## src/rtl/cpu_pkg.sv

```systemverilog
// Shared CPU definitions: data memory geometry and the load/store unit state encoding.
package cpu_pkg;

   localparam int CPU_ADDR_W = 4;
   localparam int CPU_DATA_W = 8;

   typedef enum logic [1:0] {
      LSU_IDLE = 2'd0,
      LSU_RD   = 2'd1,
      LSU_WR   = 2'd2,
      LSU_RSP  = 2'd3
   } lsu_state_e;

endpackage

```

## src/rtl/dmem_lsu_if.sv

```systemverilog
// Core request/response handshake plus data memory strobes seen by dmem_lsu.
// The slave modport is the LSU; the master modport is the core plus memory side.
interface dmem_lsu_if
   import cpu_pkg::*;
#(
   parameter int ADDR_W = CPU_ADDR_W,
   parameter int DATA_W = CPU_DATA_W
);
   logic              req_valid;
   logic              req_ready;
   logic              req_we;
   logic [ADDR_W-1:0] req_addr;
   logic [DATA_W-1:0] req_wdata;
   logic              rsp_valid;
   logic              rsp_ready;
   logic [DATA_W-1:0] rsp_rdata;
   logic              rsp_we;
   logic              mem_read;
   logic              mem_write;
   logic [ADDR_W-1:0] mem_addr;
   logic [DATA_W-1:0] mem_din;
   logic [DATA_W-1:0] mem_dout;

   modport slave (
      input  req_valid, req_we, req_addr, req_wdata, rsp_ready, mem_dout,
      output req_ready, rsp_valid, rsp_rdata, rsp_we,
      output mem_read, mem_write, mem_addr, mem_din
   );

   modport master (
      output req_valid, req_we, req_addr, req_wdata, rsp_ready, mem_dout,
      input  req_ready, rsp_valid, rsp_rdata, rsp_we,
      input  mem_read, mem_write, mem_addr, mem_din
   );
endinterface

```

## src/rtl/sat_cnt8.sv

```systemverilog
// 8-bit saturating event counter with synchronous clear; only built when
// DMEM_LSU_PERF_EN is defined.
`ifdef DMEM_LSU_PERF_EN
module sat_cnt8 (
   input  logic       clk,
   input  logic       rst,
   input  logic       clear,
   input  logic       inc,
   output logic [7:0] cnt
);
   always_ff @(posedge clk or posedge rst) begin
      if (rst) begin
         cnt <= 8'd0;
      end else if (clear) begin
         cnt <= 8'd0;
      end else if (inc && cnt != 8'hFF) begin
         cnt <= cnt + 8'd1;
      end
   end
endmodule
`endif

```

## src/rtl/dmem_lsu.sv

```systemverilog
// Single-outstanding load/store initiator between the core and data memory.
// Optional macro DMEM_LSU_PERF_EN adds saturating read/write performance counters.
module dmem_lsu
   import cpu_pkg::*;
#(
   parameter int ADDR_W = CPU_ADDR_W,
   parameter int DATA_W = CPU_DATA_W
) (
   input  logic       clk,
   input  logic       rst,
   dmem_lsu_if.slave  bus
`ifdef DMEM_LSU_PERF_EN
   ,
   output logic [7:0] perf_rd_cnt,
   output logic [7:0] perf_wr_cnt
`endif
);

   lsu_state_e        state_q;
   lsu_state_e        state_next;
   logic [ADDR_W-1:0] addr_q;
   logic [DATA_W-1:0] wdata_q;
   logic [DATA_W-1:0] rdata_q;
   logic              we_q;

   logic              req_ready_c;
   logic              rsp_valid_c;
   logic              mem_read_c;
   logic              mem_write_c;
   logic              accept;

   always_comb begin
      state_next  = state_q;
      req_ready_c = 1'b0;
      rsp_valid_c = 1'b0;
      mem_read_c  = 1'b0;
      mem_write_c = 1'b0;
      case (state_q)
         LSU_IDLE: begin
            req_ready_c = 1'b1;
            if (bus.req_valid) begin
               state_next = bus.req_we ? LSU_WR : LSU_RD;
            end
         end
         LSU_RD: begin
            mem_read_c = 1'b1;
            state_next = LSU_RSP;
         end
         LSU_WR: begin
            mem_write_c = 1'b1;
            state_next  = LSU_RSP;
         end
         LSU_RSP: begin
            rsp_valid_c = 1'b1;
            if (bus.rsp_ready) begin
               state_next = LSU_IDLE;
            end
         end
         default: state_next = LSU_IDLE;
      endcase
   end

   assign accept = req_ready_c && bus.req_valid;

   always_ff @(posedge clk or posedge rst) begin
      if (rst) begin
         state_q <= LSU_IDLE;
         addr_q  <= '0;
         wdata_q <= '0;
         rdata_q <= '0;
         we_q    <= 1'b0;
      end else begin
         state_q <= state_next;
         if (accept) begin
            addr_q  <= bus.req_addr;
            wdata_q <= bus.req_wdata;
            we_q    <= bus.req_we;
         end
         // Stores acknowledge with zero data so rsp_rdata never shows stale load data.
         if (state_q == LSU_RD) begin
            rdata_q <= bus.mem_dout;
         end else if (state_q == LSU_WR) begin
            rdata_q <= '0;
         end
      end
   end

   // Memory side is driven only from registers, never straight from req_*.
   assign bus.req_ready = req_ready_c;
   assign bus.rsp_valid = rsp_valid_c;
   assign bus.rsp_rdata = rdata_q;
   assign bus.rsp_we    = we_q;
   assign bus.mem_read  = mem_read_c;
   assign bus.mem_write = mem_write_c;
   assign bus.mem_addr  = addr_q;
   assign bus.mem_din   = wdata_q;

`ifdef DMEM_LSU_PERF_EN
   sat_cnt8 u_rd_cnt (
      .clk   (clk),
      .rst   (rst),
      .clear (1'b0),
      .inc   (state_q == LSU_RD),
      .cnt   (perf_rd_cnt)
   );

   sat_cnt8 u_wr_cnt (
      .clk   (clk),
      .rst   (rst),
      .clear (1'b0),
      .inc   (state_q == LSU_WR),
      .cnt   (perf_wr_cnt)
   );
`endif

endmodule

```

## src/flat_wrapper.sv

```systemverilog
// flat-port wrapper written by rule: the top's interface ports become plain ports
module dmem_lsu_flat import cpu_pkg::*;
#(
   parameter int ADDR_W = CPU_ADDR_W,
   parameter int DATA_W = CPU_DATA_W
)
  (clk, rst, bus_req_valid, bus_req_we, bus_req_addr, bus_req_wdata, bus_rsp_ready, bus_mem_dout, bus_req_ready, bus_rsp_valid, bus_rsp_rdata, bus_rsp_we, bus_mem_read, bus_mem_write, bus_mem_addr, bus_mem_din);
  dmem_lsu_if #(.ADDR_W(ADDR_W), .DATA_W(DATA_W)) bus_i ();
  input  logic clk;
  input  logic rst;
  input wire logic [$bits(bus_i.req_valid)-1:0] bus_req_valid;
  input wire logic [$bits(bus_i.req_we)-1:0] bus_req_we;
  input wire logic [$bits(bus_i.req_addr)-1:0] bus_req_addr;
  input wire logic [$bits(bus_i.req_wdata)-1:0] bus_req_wdata;
  input wire logic [$bits(bus_i.rsp_ready)-1:0] bus_rsp_ready;
  input wire logic [$bits(bus_i.mem_dout)-1:0] bus_mem_dout;
  output wire logic [$bits(bus_i.req_ready)-1:0] bus_req_ready;
  output wire logic [$bits(bus_i.rsp_valid)-1:0] bus_rsp_valid;
  output wire logic [$bits(bus_i.rsp_rdata)-1:0] bus_rsp_rdata;
  output wire logic [$bits(bus_i.rsp_we)-1:0] bus_rsp_we;
  output wire logic [$bits(bus_i.mem_read)-1:0] bus_mem_read;
  output wire logic [$bits(bus_i.mem_write)-1:0] bus_mem_write;
  output wire logic [$bits(bus_i.mem_addr)-1:0] bus_mem_addr;
  output wire logic [$bits(bus_i.mem_din)-1:0] bus_mem_din;
  assign bus_i.req_valid = bus_req_valid;
  assign bus_i.req_we = bus_req_we;
  assign bus_i.req_addr = bus_req_addr;
  assign bus_i.req_wdata = bus_req_wdata;
  assign bus_i.rsp_ready = bus_rsp_ready;
  assign bus_i.mem_dout = bus_mem_dout;
  assign bus_req_ready = bus_i.req_ready;
  assign bus_rsp_valid = bus_i.rsp_valid;
  assign bus_rsp_rdata = bus_i.rsp_rdata;
  assign bus_rsp_we = bus_i.rsp_we;
  assign bus_mem_read = bus_i.mem_read;
  assign bus_mem_write = bus_i.mem_write;
  assign bus_mem_addr = bus_i.mem_addr;
  assign bus_mem_din = bus_i.mem_din;
  dmem_lsu #(.ADDR_W(ADDR_W), .DATA_W(DATA_W)) u_core (.clk(clk), .rst(rst), .bus(bus_i));
endmodule
```

## config.mk

```make
export PLATFORM = sky130hd
export DESIGN_NAME = dmem_lsu_flat
export DESIGN_NICKNAME = d
export VERILOG_FILES = /design/src/rtl/cpu_pkg.sv /design/src/rtl/dmem_lsu_if.sv /design/src/rtl/sat_cnt8.sv /design/src/rtl/dmem_lsu.sv /design/src/flat_wrapper.sv
export SDC_FILE = /design/constraint.sdc
export NUM_CORES = 1
export LEC_CHECK = 0
export CORE_UTILIZATION = 37
export CTS_BUF_LIST = sky130_fd_sc_hd__clkbuf_8
export DETAILED_ROUTE_END_ITERATION = 8
export GPL_TIMING_DRIVEN = 0
export HOLD_SLACK_MARGIN = 0.1
export PLACE_DENSITY = 0.74
export SLEW_MARGIN = 0
export SYNTH_ARGS = -nofsm -noshare
export SYNTH_HDL_FRONTEND = slang
export SYNTH_SLANG_ARGS = --single-unit
```

## constraint.sdc

```tcl
create_clock -name clk -period 1.2 [get_ports clk]
set_input_delay 0.24 -clock clk [delete_from_list [all_inputs] [get_ports clk]]
set_output_delay 0.24 -clock clk [all_outputs]
set_load 0.005 [all_outputs]
```

# [After elaboration in Yosys (flattened, before gate mapping)]
# Cells that the tools add are included.
[word_totals] regBits=23 latch_bits=0 mem_bits_rw=0 mem_bits_ro=0 inputBits=25 out_inout_bits=25 elab_cells=25 mem_count=0
[classes] addsub=0 multipliers=0 n_div=0 order_cmp=0 n_eq_ne=5 n_shift=0 n_mux=10 bitwise=0 n_reduce_logical=5
[op_table] operator="8-bit 2-to-1 mux" n=2
[op_table] operator="2-bit 2-to-1 mux" n=3
[op_table] operator="2-bit case mux with 3 select lines" n=1
[op_table] operator="2-bit == test (second input constant)" n=2
[op_table] operator="1-bit 2-to-1 mux" n=4
[op_table] operator="2-bit != test (second input constant)" n=2
[op_table] operator="2-bit by 1-bit == test with 1-bit output (second input constant)" n=1
[op_table] operator="2-bit zero test" n=1
[op_table] operator="2-bit AND reduction" n=1
[op_table] operator="2-bit nonzero test" n=1
[op_table] operator="2-bit OR reduction" n=1
[op_table] operator="1-bit logical AND" n=1

# [Longest topological paths before layout]
# Gate-level depths: netlist (run 1).
[logic_depth] ltp_word=3 mapped_depth=6 ltp_nobuf=5

# [Worst setup path after synthesis (run 1)]
# OpenSTA, ideal clock, no wires.
[synth_timing] kind="flip-flop to flip-flop" start="register u_core.state_q[0]" end="register u_core.addr_q[0], in the netlist u_core.bus.mem_addr[0]" setup_ns=0.125 t_arrival_ns=1.267 required_ns=1.075 slack_ns=-0.192 stages_incl_launch_ff=6 path_buffers=1 period_less_slack_ns=1.392 cell_sequence="dfrtp_1 > inv_1 > ha_1 > nand2_2 > buf_6 > mux2_4"
[synth_via] elab_chain_cells=3
[synth_lines] item="start, declared" line="dmem_lsu.sv:19" rtl="lsu_state_e state_q;"
[synth_lines] item="start signal, assigned" line="dmem_lsu.sv:73" rtl="state_q <= state_next;"
[synth_lines] item="2-bit zero test" line="dmem_lsu.sv:38" rtl="case (state_q)"
[synth_lines] item="1-bit 2-to-1 mux" line="dmem_lsu.sv:38"
[synth_lines] item="via bus_req_ready" line="flat_wrapper.sv:17" rtl="output wire logic [$bits(bus_i.req_ready)-1:0] bus_req_ready;"
[synth_lines] item="1-bit logical AND" line="dmem_lsu.sv:63" rtl="assign accept = req_ready_c && bus.req_valid;"
[synth_lines] item="end signal, assigned" line="dmem_lsu.sv:75" rtl="addr_q <= bus.req_addr;"
[synth_lines] item="end, declared" line="dmem_lsu.sv:21" rtl="logic [ADDR_W-1:0] addr_q;"
# The timed path passes the listed nets, and every way through them passes these cells.
# A chain may end at the register's enable or synchronous reset.

# [Worst setup path in the final report (run 1)]
[layout_timing] start="register u_core.state_q[0]" end="register u_core.wdata_q[3], in the netlist u_core.bus.mem_din[3]"
[layout_via] elab_chain_cells=3
[layout_lines] item="2-bit zero test" line="dmem_lsu.sv:38"
[layout_lines] item="1-bit 2-to-1 mux" line="dmem_lsu.sv:38"
[layout_lines] item="1-bit logical AND" line="dmem_lsu.sv:63"
[layout_lines] item="end signal, assigned" line="dmem_lsu.sv:76" rtl="wdata_q <= bus.req_wdata;"
[layout_lines] item="end, declared" line="dmem_lsu.sv:22" rtl="logic [DATA_W-1:0] wdata_q;"
# No other way between the ends.

==> impl_summary.log, run 1 <==
INFO  metric cts.sinks = 23
INFO  metric fmaxAchievable = 680 MHz
INFO  metric cts.root.buffer_cell = sky130_fd_sc_hd__clkbuf_8
INFO  metric pnr_total_power = roughly 4.4 mW
INFO  metric wl_per_cell = approximately 15 um
INFO  metric synthesis_stage_register_bit_count = 23
INFO  metric gr-max-usage-layer = met2
INFO  metric finalHoldViolCount = 0
INFO  metric final_slew_violations = 0
INFO  metric post_synth_main_area_contributors = sky130_fd_sc_hd__dfrtp_1, sky130_fd_sc_hd__mux2_4, sky130_fd_sc_hd__ha_1
INFO  metric timing.hold.worst.class = in -> async
INFO  metric cell_accounting_for_the_most_synthesized_area = sky130_fd_sc_hd__dfrtp_1
INFO  metric post-dp-hpwl = approximately 1700 um
INFO  metric die_area = 0.00301 sq mm
INFO  metric cp_max_fo = 5
INFO  metric grt_max_degree = 24
INFO  metric drt_iter0_drc = 3
INFO  metric final_period_minus_worst_setup_slack = 1.47 ns
INFO  metric clock_skew = 0.00178 ns
INFO  metric r2r_setup_slack = -0.27 ns
INFO  metric syn-mean-instance-area = 12.6 sq um
INFO  metric coreArea = 0.00257 sq mm
INFO  metric grt_pass1_wl = about 3800 um
INFO  metric die_h = approximately 55 um
INFO  metric i_o_pin_total = 50
INFO  metric timing.hold.ws = between 0.4 and 0.5 ns
INFO  metric antennaDiodeCount = 0
INFO  metric via_count = around 830
INFO  metric gr-usage-met3 = under 10%
INFO  metric worst-setup-path-type = reg -> reg
INFO  metric grt_remaining_overflow = 0
INFO  metric core.rowCount = 18
INFO  metric critPathMaxStageDelay = around 0.40 ns
INFO  metric timing.critical_path.required = around 1.4 ns
INFO  metric drt-total-wl = between 2000 and 3000 um
INFO  metric timing.reg2reg.worst_path_depth = 7
INFO  metric grt_pass1_vias = around 840
INFO  metric timing.critical_path.to_type = register
INFO  metric status = complete, but fails checks
INFO  metric synth.cell_area = 0.00103 sq mm
INFO  metric number_of_input_and_output_port_buffers_inserted = between 40 and 50
INFO  metric clkLatencyLatePin = approximately 0.26 ns
INFO  metric most_used_cell_cp = sky130_fd_sc_hd__buf_6
INFO  metric grtUsageMet1 = roughly 22%
INFO  metric ir_worst_vdd = around 1.5 mV
INFO  metric synth.yosys.warnings = 0
INFO  metric post_layout_util = roughly 69%
INFO  metric min_period_over_period = 123%
INFO  metric timing.critical_path.cells = inv_2, buf_6, ha_4, buf_6, nand2_8, buf_8, mux2_4
INFO  metric syn2layout_area_growth = 72.4%
INFO  metric worst-slew-pin-transition = roughly 0.86 ns
INFO  metric ctsLongestPathBuffers = 2
INFO  metric critical-path-slowest-cell = sky130_fd_sc_hd__dfrtp_1
INFO  metric final.setup.worst_slack = -0.272 ns
INFO  metric critPathArrivalTime = approximately 1.6 ns
INFO  metric finish.net_count = about 180
INFO  metric setup-violations-final = 27
INFO  metric drt.antenna.violating_nets = 0
INFO  metric instances_no_fill = 180
INFO  metric post_synth_inst_count = slightly above 80
INFO  metric path_delay_family = buffers and inverters
INFO  metric unrepaired_setup_endpoints_after_global_routing = yes
INFO  metric fp.dieW = about 55 um
INFO  metric start_util = a little over 40%
INFO  metric setup_tns = -4.87 ns
INFO  metric path_buf_inv = 4
INFO  metric holdBufCountCts = 0
INFO  metric initial_antenna_violation_count = 0
INFO  metric maxCapViolCount = 0
INFO  metric drc = 0
INFO  metric total_number_of_h_tree_levels = 1
INFO  metric gr-usage-all-layers = a little under a fifth
INFO  metric clock_edge_transition_at_the_registers_on_the_reported_setup_and_hold_paths = 0.08 ns
INFO  metric tritoncts_clock_tree = done
INFO  metric power.density_cell_area = roughly 2500 mW/mm^2
INFO  metric yosys.cell_types.count = 14
INFO  metric slew-limit-headroom = 42.9%
INFO  metric startpoint_type_of_the_worst_setup_path = register
INFO  metric first_pass_iters = 2
INFO  metric r2r_end = u_core.bus.mem_din[3]
INFO  metric area_share_of_the_largest_cell_type_after_synthesis = a little under three fifths
INFO  metric grt_util_met2 = roughly a third
INFO  metric rr_startpoint = u_core.state_q[0]
INFO  metric routabilityCongestion = between 0.7 and 0.8
INFO  metric violations = negative setup slack
INFO  metric placedCellCount = approximately 160
INFO  metric numCtsBuffers = 3
INFO  metric p_leak = 0.898 nW
INFO  metric avgViaCountPerCell = between 4 and 5
INFO  metric share_of_synthesized_area_occupied_by_flip_flops_and_latches = 55.8%
INFO  metric post_route_cells_drive_above_1_share = approximately 30%
INFO  metric postSynthNetCount = 113
==> synthesized netlist by cell type <==
cell type and n:
sky130_fd_sc_hd__o22ai_1 1, sky130_fd_sc_hd__mux2_2 3, sky130_fd_sc_hd__nand2_2 1, sky130_fd_sc_hd__nand2_1 9, sky130_fd_sc_hd__and2_1 1, sky130_fd_sc_hd__buf_6 1, sky130_fd_sc_hd__mux2i_1 3, sky130_fd_sc_hd__ha_1 6
sky130_fd_sc_hd__o21ai_0 9, sky130_fd_sc_hd__inv_1 13, sky130_fd_sc_hd__buf_2 1, sky130_fd_sc_hd__mux2_4 10, sky130_fd_sc_hd__dfrtp_1 23, sky130_fd_sc_hd__clkbuf_2 1
==> logic make-up (layout without fill, tap and decap cells) <==
logic type                 count (synthesis)  count (layout)  synth area share [%]
and+or+nand+nor                           11              11                  4.49
AOI/OAI and AO/OA                         10              10                  4.97
buffers and inverters                     16              84                  6.79
DFF                                       23              23                  55.8
muxes                                     16              16                  20.7
adders and majority gates                  6               6                  7.27
==> final cells by class <==
cell class / instances / area, sq um
fillers: 199 / 788
repair buffers: 66 / 617
flip-flops and latches: 23 / 576
multi-input cells: 43 / 448
inverters: 13 / 48.8
clock buffers: 3 / 41.3
well taps: 30 / 37.5
plain buffers: 1 / 7.51
clock inverters: 1 / 3.75
==> power by group <==
part,total [mW],switching (mW),internal [mW]
logic,2.51,0.969,1.54
clock network,0.470,0.242,0.228
registers,1.39,0.214,1.17
total,4.37,1.42,2.94
==> worst register-to-register path, cell delays in order, from the launching register on <==
cell and delay [ns]:
sky130_fd_sc_hd__dfrtp_1 0.40, sky130_fd_sc_hd__inv_2 0.06, sky130_fd_sc_hd__buf_6 0.12, sky130_fd_sc_hd__ha_4 0.15
sky130_fd_sc_hd__buf_6 0.12, sky130_fd_sc_hd__nand2_8 0.07, sky130_fd_sc_hd__buf_8 0.13, sky130_fd_sc_hd__mux2_4 0.31
==> through the flow <==
stage	instance area, sq um	worst slack [ns]
after CTS	1780	-0.326
final	1780	-0.272
after floorplan	1060	-0.0665
after global routing	1780	-0.307
after detailed placement	1590	-0.269
after global placement	1590	-0.247
==> cells in the final DEF (no fill, tap or decap) <==
| cell type | count |
|---|---|
| sky130_fd_sc_hd__and2_4 | 1 |
| sky130_fd_sc_hd__buf_12 | 1 |
| sky130_fd_sc_hd__buf_2 | 2 |
| sky130_fd_sc_hd__buf_4 | 10 |
| sky130_fd_sc_hd__buf_6 | 5 |
| sky130_fd_sc_hd__buf_8 | 1 |
| sky130_fd_sc_hd__clkbuf_2 | 1 |
| sky130_fd_sc_hd__clkbuf_4 | 1 |
| sky130_fd_sc_hd__clkbuf_8 | 3 |
| sky130_fd_sc_hd__clkdlybuf4s15_1 | 2 |
| sky130_fd_sc_hd__clkdlybuf4s50_1 | 24 |
| sky130_fd_sc_hd__dfrtp_1 | 23 |
| sky130_fd_sc_hd__dlygate4sd2_1 | 20 |
| sky130_fd_sc_hd__ha_1 | 3 |
| sky130_fd_sc_hd__ha_2 | 1 |
| sky130_fd_sc_hd__ha_4 | 2 |
| sky130_fd_sc_hd__inv_1 | 12 |
| sky130_fd_sc_hd__inv_2 | 2 |
| sky130_fd_sc_hd__mux2_4 | 13 |
| sky130_fd_sc_hd__mux2i_1 | 3 |
| sky130_fd_sc_hd__nand2_1 | 9 |
| sky130_fd_sc_hd__nand2_8 | 1 |
| sky130_fd_sc_hd__o21ai_0 | 2 |
| sky130_fd_sc_hd__o21ai_1 | 7 |
| sky130_fd_sc_hd__o22ai_2 | 1 |
==> flip-flops by register name, summed over array words and instances (netlist names) <==
signal / count
u_core.bus.mem_din: 8
u_core.bus.rsp_rdata: 8
u_core.bus.mem_addr: 4
u_core.state_q: 2
u_core.bus.rsp_we: 1
==> repair_timing <==
action,4_1_cts,5_1_grt
endpoints found under the setup margin,48,29
buffers inserted,15,3
gates resized for setup,43,18
gates cloned,1,0
pin swaps,5,1
==> how the worst max path moves through the flow <==
stage	startpoint	to	slack, ns	depth (start not counted)
3_5_place_dp	bus_req_valid	u_core.bus.mem_din[1]	-0.27	4
5_1_grt	u_core.state_q[0]	u_core.bus.mem_addr[1]	-0.31	7
2_1_floorplan	u_core.state_q[1]	u_core.bus.mem_addr[0]	-0.07	5
3_3_place_gp	bus_req_valid	u_core.bus.mem_addr[1]	-0.25	4
6_report	u_core.state_q[0]	u_core.bus.mem_din[3]	-0.27	7
4_1_cts	u_core.state_q[0]	u_core.bus.mem_din[1]	-0.33	8
==> per-layer routing <==
metal,vias to the layer above,share of wire (%)
met3,2,7.3
met4,0,0.99
met1,397,42
li1,394,-
met5,-,0
met2,33,50
(Power assumes the default switching activity.)
==> inputs of run 2 (changes only) <==
--- a/config.mk
+++ b/config.mk
@@ -5,12 +5,12 @@
 export SDC_FILE = /design/constraint.sdc
 export NUM_CORES = 1
 export LEC_CHECK = 0
-export CORE_UTILIZATION = 37
+export CORE_UTILIZATION = 40
 export CTS_BUF_LIST = sky130_fd_sc_hd__clkbuf_8
 export DETAILED_ROUTE_END_ITERATION = 8
 export GPL_TIMING_DRIVEN = 0
 export HOLD_SLACK_MARGIN = 0.1
-export PLACE_DENSITY = 0.74
+export PLACE_DENSITY = 0.76
 export SLEW_MARGIN = 0
 export SYNTH_ARGS = -nofsm -noshare
 export SYNTH_HDL_FRONTEND = slang
==> constraint.sdc (replaced) <==
create_clock -name clk -period 1.37 [get_ports clk]
set_input_delay 0.274 -clock clk [delete_from_list [all_inputs] [get_ports clk]]
set_output_delay 0.274 -clock clk [all_outputs]
set_load 0.005 [all_outputs]
==> run 2 against run 1 <==
Compared with the run above:
- the run still ends with negative setup slack left
- setup slack better by 0.14 ns
- largest cell class unchanged
- critical endpoint is now bus_req_ready
- critical path type is now reg -> out
- register-to-register slack better by 0.14 ns
- clock power is 11% lower
- sequential cell count stayed put
- clock-buffer cell count stayed put
- first-iteration DRC count is 67% higher
- global-route usage is 1.9 points higher
==> impl_summary.log, run 2 (synthesized netlist as in run 1, its figures left out) <==
INFO  metric avgViaCountPerCell = 4.68 (was 4.59)
INFO  metric fmaxAchievable = ~660 MHz
INFO  metric drt_iter0_drc = 5 (was 3)
INFO  metric wl_per_cell = 14.6 um (about the same)
INFO  metric timing.critical_path.to_type = output pin (was register)
INFO  metric layout.cells.most_common_list = sky130_fd_sc_hd__clkdlybuf4s50_1, sky130_fd_sc_hd__dfrtp_1, sky130_fd_sc_hd__dlygate4sd2_1 (unchanged)
INFO  metric coreArea = 0.00245 sq mm (was 0.00257 sq mm)
INFO  metric grt_pass1_wl = 3910 um (was 3840 um)
INFO  metric power.density_cell_area = 2200 mW/mm^2 (was 2460 mW/mm^2)
INFO  metric antennaDiodeCount = 0 (unchanged)
INFO  metric ctsLongestPathBuffers = 2 (unchanged)
INFO  metric power.net_switching = 1.33 mW (was 1.42 mW)
INFO  metric startpoint_type_of_the_worst_setup_path = register (unchanged)
INFO  metric layout.cells.most_common = sky130_fd_sc_hd__clkdlybuf4s50_1 (unchanged)
INFO  metric numCtsBuffers = 3 (unchanged)
INFO  metric final_slew_violations = 0 (unchanged)
INFO  metric post_layout_util = 75.4% (was 69.3%)
INFO  metric p_clk_share = 10.3% (was 10.8%)
INFO  metric post-dp-hpwl = 1640 um (was 1670 um)
INFO  metric grt_remaining_overflow = 0 (unchanged)
INFO  metric p_int = 2.73 mW (was 2.94 mW)
INFO  metric final_period_minus_worst_setup_slack = 1.50 ns
INFO  metric maxCapViolCount = 0 (unchanged)
INFO  metric initial_antenna_violation_count = 0 (unchanged)
INFO  metric clkLatencyLatePin = 0.26 ns (about the same)
INFO  metric unrepaired_setup_endpoints_after_global_routing = yes (unchanged)
INFO  metric worst-slew-pin-transition = 0.871 ns (was 0.856 ns)
INFO  metric status = complete, but fails checks (unchanged)
INFO  metric pnr_total_power = 4.06 mW (was 4.37 mW)
INFO  metric routabilityCongestion = 0.643 (was 0.719)
INFO  metric i_o_pin_total = 50 (unchanged)
INFO  metric drc = 0 (unchanged)
INFO  metric finish.net_count = 185 (was 182)
INFO  metric number_of_input_and_output_port_buffers_inserted = 49 (unchanged)
INFO  metric power_frac_seq = 30.0% (was 31.8%)
INFO  metric via_count = 856 (was 826)
INFO  metric syn2layout_area_growth = 79.3% (was 72.4%)
INFO  metric critPathArrivalTime = 1.23 ns (was 1.62 ns)
INFO  metric clock_edge_transition_at_the_registers_on_the_reported_setup_and_hold_paths = 0.08 ns (about the same)
INFO  metric gr-usage-all-layers = 20.8% (was 18.9%)
INFO  metric violations = negative setup slack (unchanged)
INFO  metric slew-limit-headroom = 41.9% (was 42.9%)
INFO  metric finalHoldViolCount = 0 (unchanged)
INFO  metric core.rowCount = 18 (unchanged)
INFO  metric cp_max_fo = 3 (was 5)
INFO  metric fp.dieW = 52.8 um (was 54.8 um)
INFO  metric p_comb_share = 59.7% (was 57.5%)
INFO  metric cts.root.buffer_cell = sky130_fd_sc_hd__clkbuf_8 (unchanged)
INFO  metric post_route_cells_drive_above_1_share = 32.7% (was 30.0%)
INFO  metric first_pass_iters = 3 (was 2)
INFO  metric clock_skew = 0.00307 ns (was 0.00178 ns)
INFO  metric drt-total-wl = 2680 um (was 2630 um)
INFO  metric ir_worst_vdd = 1.60 mV (was 1.51 mV)
INFO  metric drt.antenna.violating_nets = 0 (unchanged)
INFO  metric cts.sinks = 23 (unchanged)
INFO  metric worst-setup-path-type = reg -> out (was reg -> reg)
INFO  metric placed_area = 0.00157 sq mm (was 0.00159 sq mm)
INFO  metric grt_max_degree = 24 (unchanged)
INFO  metric grt_pass1_vias = 909 (was 836)
INFO  metric tritoncts_clock_tree = done (unchanged)
INFO  metric timing.hold.worst.class = in -> async (unchanged)
INFO  metric timing.hold.ws = 0.496 ns (was 0.460 ns)
INFO  metric total_number_of_h_tree_levels = 1 (unchanged)
INFO  metric power_switching_share = 32.8% (was 32.6%)
INFO  metric die_h = 52.8 um (was 54.8 um)
INFO  metric postLayoutCellArea = 0.00185 sq mm (was 0.00178 sq mm)
INFO  metric start_util = 42.0% (was 40.2%)
INFO  metric die_area = 0.00279 sq mm (was 0.00301 sq mm)
INFO  metric min_period_over_period = 110%
INFO  metric p_leak = 0.917 nW (was 0.898 nW)
INFO  metric timing.critical_path.required = 1.10 ns (was 1.35 ns)
INFO  metric setup-violations-final = 19 (was 27)
INFO  metric final.setup.worst_slack = -0.134 ns (was -0.272 ns)
INFO  metric setup_tns = -1.94 ns (was -4.87 ns)
[run 2: cell types whose count changed in the layout (fill, tap and decap cells not counted), sizes merged]
cell,previous run,this run
clkdlybuf4s15,2,0
dlygate4sd2,20,21
clkbuf,5,3
buf,19,25
[run 2: per-layer routing]
metal	share of wire (%)	track usage [%]	vias to the layer above
met5	0	0	-
met4	3.9	16.2	0
met3	5.6	3.77	10
met2	56	39.0	32
met1	34	19.3	410
li1	-	-	404
[run 2: metrics by stage]
stage	setup slack [ns]	cells
final	-0.134	183
after global routing	-0.152	183
after global placement	-0.149	161
after detailed placement	-0.177	161
after floorplan	0.00281	82
after CTS	-0.0804	183
[run 2: worst paths after layout]
path	from	endpoint	slack, ns	depth (start not counted)
max in group asynchronous	rst	u_core.bus.rsp_rdata[3]	0.34	2
max reg2reg	u_core.state_q[0]	u_core.bus.mem_din[0]	-0.13	7
min in group clk	u_core.bus.mem_din[1]	u_core.bus.mem_din[1]	0.51	1
min reg2reg	u_core.bus.mem_din[1]	u_core.bus.mem_din[1]	0.51	1
min	rst	u_core.bus.mem_din[0]	0.50	2
max	u_core.state_q[0]	bus_req_ready	-0.13	5
[run 2: power by group through the flow]
| stage | clock (mW) | combinational, mW | sequential (mW) |
|---|---|---|---|
| floorplan | 0 | 0.855 | 1.25 |
| global placement | 0 | 1.82 | 1.22 |
| detailed placement | 0 | 1.86 | 1.24 |
| CTS | 0.424 | 2.33 | 1.20 |
| global route | 0.442 | 2.61 | 1.26 |
| finish | 0.418 | 2.43 | 1.22 |
[run 2: final cells by class]
type | count | area, sq um
plain buffers | 2 | 27.5
fillers | 156 | 604
multi-input cells | 43 | 449
clock buffers | 3 | 41.3
clock inverters | 1 | 3.75
inverters | 13 | 56.3
repair buffers | 68 | 659
well taps | 30 | 37.5
flip-flops and latches | 23 | 576
[run 2: what timing repair did]
action,CTS,global route
hold buffers,0,0
endpoints found under the setup margin,45,27
gates cloned,1,0
pin swaps,4,1
gates resized for setup,63,8
buffers inserted,18,0
[run 2: critical path: stages, from the launching register on]
cell and delay, ns:
sky130_fd_sc_hd__dfrtp_1 0.42, sky130_fd_sc_hd__buf_6 0.13, sky130_fd_sc_hd__inv_4 0.05, sky130_fd_sc_hd__buf_6 0.10, sky130_fd_sc_hd__ha_4 0.17, sky130_fd_sc_hd__buf_6 0.10
==> inputs of run 3 (changes only) <==
--- a/config.mk
+++ b/config.mk
@@ -5,6 +5,7 @@
 export SDC_FILE = /design/constraint.sdc
 export NUM_CORES = 1
 export LEC_CHECK = 0
+export CORE_MARGIN = 5
 export CORE_UTILIZATION = 40
 export CTS_BUF_LIST = sky130_fd_sc_hd__clkbuf_8
 export DETAILED_ROUTE_END_ITERATION = 8
==> run 3 against run 2 <==
Compared with the run above:
- the flow still finishes with violations (negative setup slack)
- non-clock buffer count fell by 4
- final cell count fell by 2.2%
- largest cell class unchanged
- core utilization fell by 1.5 points
- critical path depth fell by 1
- global-route usage fell by 6.2 points
==> impl_summary.log, run 3 (synthesized netlist as in run 1, its figures left out) <==
INFO  metric final_period_minus_worst_setup_slack = 1.45 ns (was 1.50 ns)
INFO  metric routabilityCongestion = 0.752 (was 0.643)
INFO  metric ir_worst_vdd = 1.61 mV (was 1.60 mV)
INFO  metric rr_startpoint = u_core.state_q[0] (unchanged)
INFO  metric r2r_setup_slack = -0.06 ns (was -0.13 ns)
INFO  metric critPathArrivalTime = 1.18 ns (was 1.23 ns)
INFO  metric avgViaCountPerCell = 4.63 (was 4.68)
INFO  metric grt_max_degree = 24 (unchanged)
INFO  metric r2r_end = u_core.bus.mem_addr[0] (was u_core.bus.mem_din[0])
INFO  metric layout.cells.most_common_list = sky130_fd_sc_hd__clkdlybuf4s50_1, sky130_fd_sc_hd__dfrtp_1, sky130_fd_sc_hd__dlygate4sd2_1 (unchanged)
INFO  metric pnr_total_power = 3.97 mW (was 4.06 mW)
INFO  metric timing.critical_path.required = 1.10 ns (about the same)
INFO  metric postLayoutCellArea = 0.00183 sq mm (was 0.00185 sq mm)
INFO  metric placement.setup.worst_slack = -0.176 ns (was -0.177 ns)
INFO  metric placed_area = 0.00157 sq mm (unchanged)
INFO  metric via_count = 829 (was 856)
INFO  metric cp_max_fo = 2 (was 3)
INFO  metric ctsLongestPathBuffers = 2 (unchanged)
INFO  metric timing.critical_path.cells = buf_6, buf_6, ha_4, buf_6 (was buf_6, inv_4, buf_6, ha_4, buf_6)
INFO  metric wl_per_cell = 15.6 um (was 14.6 um)
INFO  metric power.density_cell_area = 2170 mW/mm^2 (was 2200 mW/mm^2)
INFO  metric finalHoldViolCount = 0 (unchanged)
INFO  metric layout.cells.most_common = sky130_fd_sc_hd__clkdlybuf4s50_1 (unchanged)
INFO  metric setup-violations-final = 17 (was 19)
INFO  metric unrepaired_setup_endpoints_after_global_routing = yes (unchanged)
INFO  metric timing.reg2reg.worst_path_depth = 6 (was 7)
INFO  metric finish.net_count = 181 (was 185)
INFO  metric start_util = 41.7% (was 42.0%)
INFO  metric fmaxAchievable = 689 MHz (was 665 MHz)
INFO  metric final.setup.worst_slack = -0.0811 ns (was -0.134 ns)
INFO  metric post-dp-hpwl = 1900 um (was 1640 um)
INFO  metric timing.hold.ws = 0.494 ns (was 0.496 ns)
INFO  metric number_of_input_and_output_port_buffers_inserted = 49 (unchanged)
INFO  metric first_pass_iters = 4 (was 3)
INFO  metric coreArea = 0.00248 sq mm (was 0.00245 sq mm)
INFO  metric drt.antenna.violating_nets = 0 (unchanged)
INFO  metric cts.root.buffer_cell = sky130_fd_sc_hd__clkbuf_8 (unchanged)
INFO  metric timing.critical_path.to_type = output pin (unchanged)
INFO  metric worst-slew-pin-transition = 0.858 ns (was 0.871 ns)
INFO  metric most_used_cell_cp = sky130_fd_sc_hd__buf_6 (unchanged)
INFO  metric gr-usage-all-layers = 14.7% (was 20.8%)
INFO  metric grt_pass1_vias = 874 (was 909)
INFO  metric maxCapViolCount = 0 (unchanged)
INFO  metric grt_pass1_wl = 4000 um (was 3910 um)
INFO  metric clkLatencyLatePin = 0.26 ns (about the same)
INFO  metric status = complete, but fails checks (unchanged)
INFO  metric initial_antenna_violation_count = 0 (unchanged)
INFO  metric i_o_pin_total = 50 (unchanged)
INFO  metric numCtsBuffers = 3 (unchanged)
INFO  metric core.rowCount = 18 (unchanged)
INFO  metric fillCellCount = 179 (was 156)
INFO  metric drc = 0 (unchanged)
INFO  metric drt-total-wl = 2800 um (was 2680 um)
INFO  metric total_number_of_h_tree_levels = 1 (unchanged)
INFO  metric grt_remaining_overflow = 0 (unchanged)
INFO  metric slew-limit-headroom = 42.7% (was 41.9%)
INFO  metric holdBufCountCts = 0 (unchanged)
INFO  metric violations = negative setup slack (unchanged)
INFO  metric clock_edge_transition_at_the_registers_on_the_reported_setup_and_hold_paths = 0.08 ns (about the same)
INFO  metric die_area = 0.00370 sq mm (was 0.00279 sq mm)
INFO  metric final_slew_violations = 0 (unchanged)
INFO  metric antennaDiodeCount = 0 (unchanged)
INFO  metric drt_iter0_drc = 21 (was 5)
INFO  metric setup_tns = -0.776 ns (was -1.94 ns)
INFO  metric syn2layout_area_growth = 77.2% (was 79.3%)
INFO  metric p_leak = 0.892 nW (was 0.917 nW)
INFO  metric min_period_over_period = 106% (was 110%)
INFO  metric tritoncts_clock_tree = done (unchanged)
INFO  metric startpoint_type_of_the_worst_setup_path = register (unchanged)
INFO  metric critical-path-slowest-cell = sky130_fd_sc_hd__dfrtp_1 (unchanged)
INFO  metric post_route_cells_drive_above_1_share = 33.6% (was 32.7%)
INFO  metric timing.hold.worst.class = in -> async (unchanged)
INFO  metric critPathMaxStageDelay = 0.42 ns (about the same)
INFO  metric fp.dieW = 60.8 um (was 52.8 um)
INFO  metric worst-setup-path-type = reg -> out (unchanged)
INFO  metric clock_skew = 0.000674 ns (was 0.00307 ns)
INFO  metric die_h = 60.8 um (was 52.8 um)
INFO  metric cts.sinks = 23 (unchanged)
run 3: cell type report:
type	instances	area, sq um	area share, %
multi-input cells	43	475	26.0
repair buffers	64	618	33.8
well taps	30	37.5	2.05
inverters	13	48.8	2.67
flip-flops and latches	23	576	31.5
plain buffers	2	27.5	1.50
clock buffers	3	41.3	2.26
clock inverters	1	5.00	0.274
run 3: how the worst max path moves through the flow:
stage / from / endpoint / slack [ns] / cells after the start
global route: u_core.state_q[0] / bus_mem_read / -0.12 / 4
finish: u_core.state_q[0] / bus_mem_read / -0.08 / 4
global placement: u_core.state_q[0] / bus_req_ready / -0.18 / 3
CTS: u_core.state_q[0] / bus_mem_read / -0.08 / 4
detailed placement: u_core.state_q[1] / bus_req_ready / -0.18 / 3
floorplan: u_core.state_q[0] / u_core.bus.mem_addr[0] / 0.003 / 5
run 3: stage by stage:
step                      utilization [%]  std cells
final                                73.8        179
after global routing                 73.8        179
after CTS                            69.3        176
after detailed placement             63.2        161
after global placement               63.2        161
after floorplan                         -         82
run 3: report_power, final:
part           total [mW]  leakage, nW  internal [mW]  switching [mW]
Clock               0.413       0.0255          0.203           0.210
Sequential           1.21        0.285           1.03           0.180
Combinational        2.35        0.582           1.44           0.916
run 3: per-layer routing:
layer	routed length, um	share of wire (%)	track usage (%)
met1	975	35	16.5
met2	1560	56	25.2
met3	208	7.4	3.19
met4	60	2.1	8.98
met5	0	0	0
run 3: critical path, delay by kind of cell (launching register included):
kind	cells	cell delay [ns]
buf+inv	3	0.36
flops	1	0.42
fa+ha+maj	1	0.14
run 3: what timing repair did:
item | in CTS | in global routing
buffers inserted | 12 | 2
endpoints found under the setup margin | 45 | 24
hold endpoints to repair | 0 | 0
pin swaps | 1 | 3
gates resized for setup | 53 | 16
gates cloned | 0 | 1
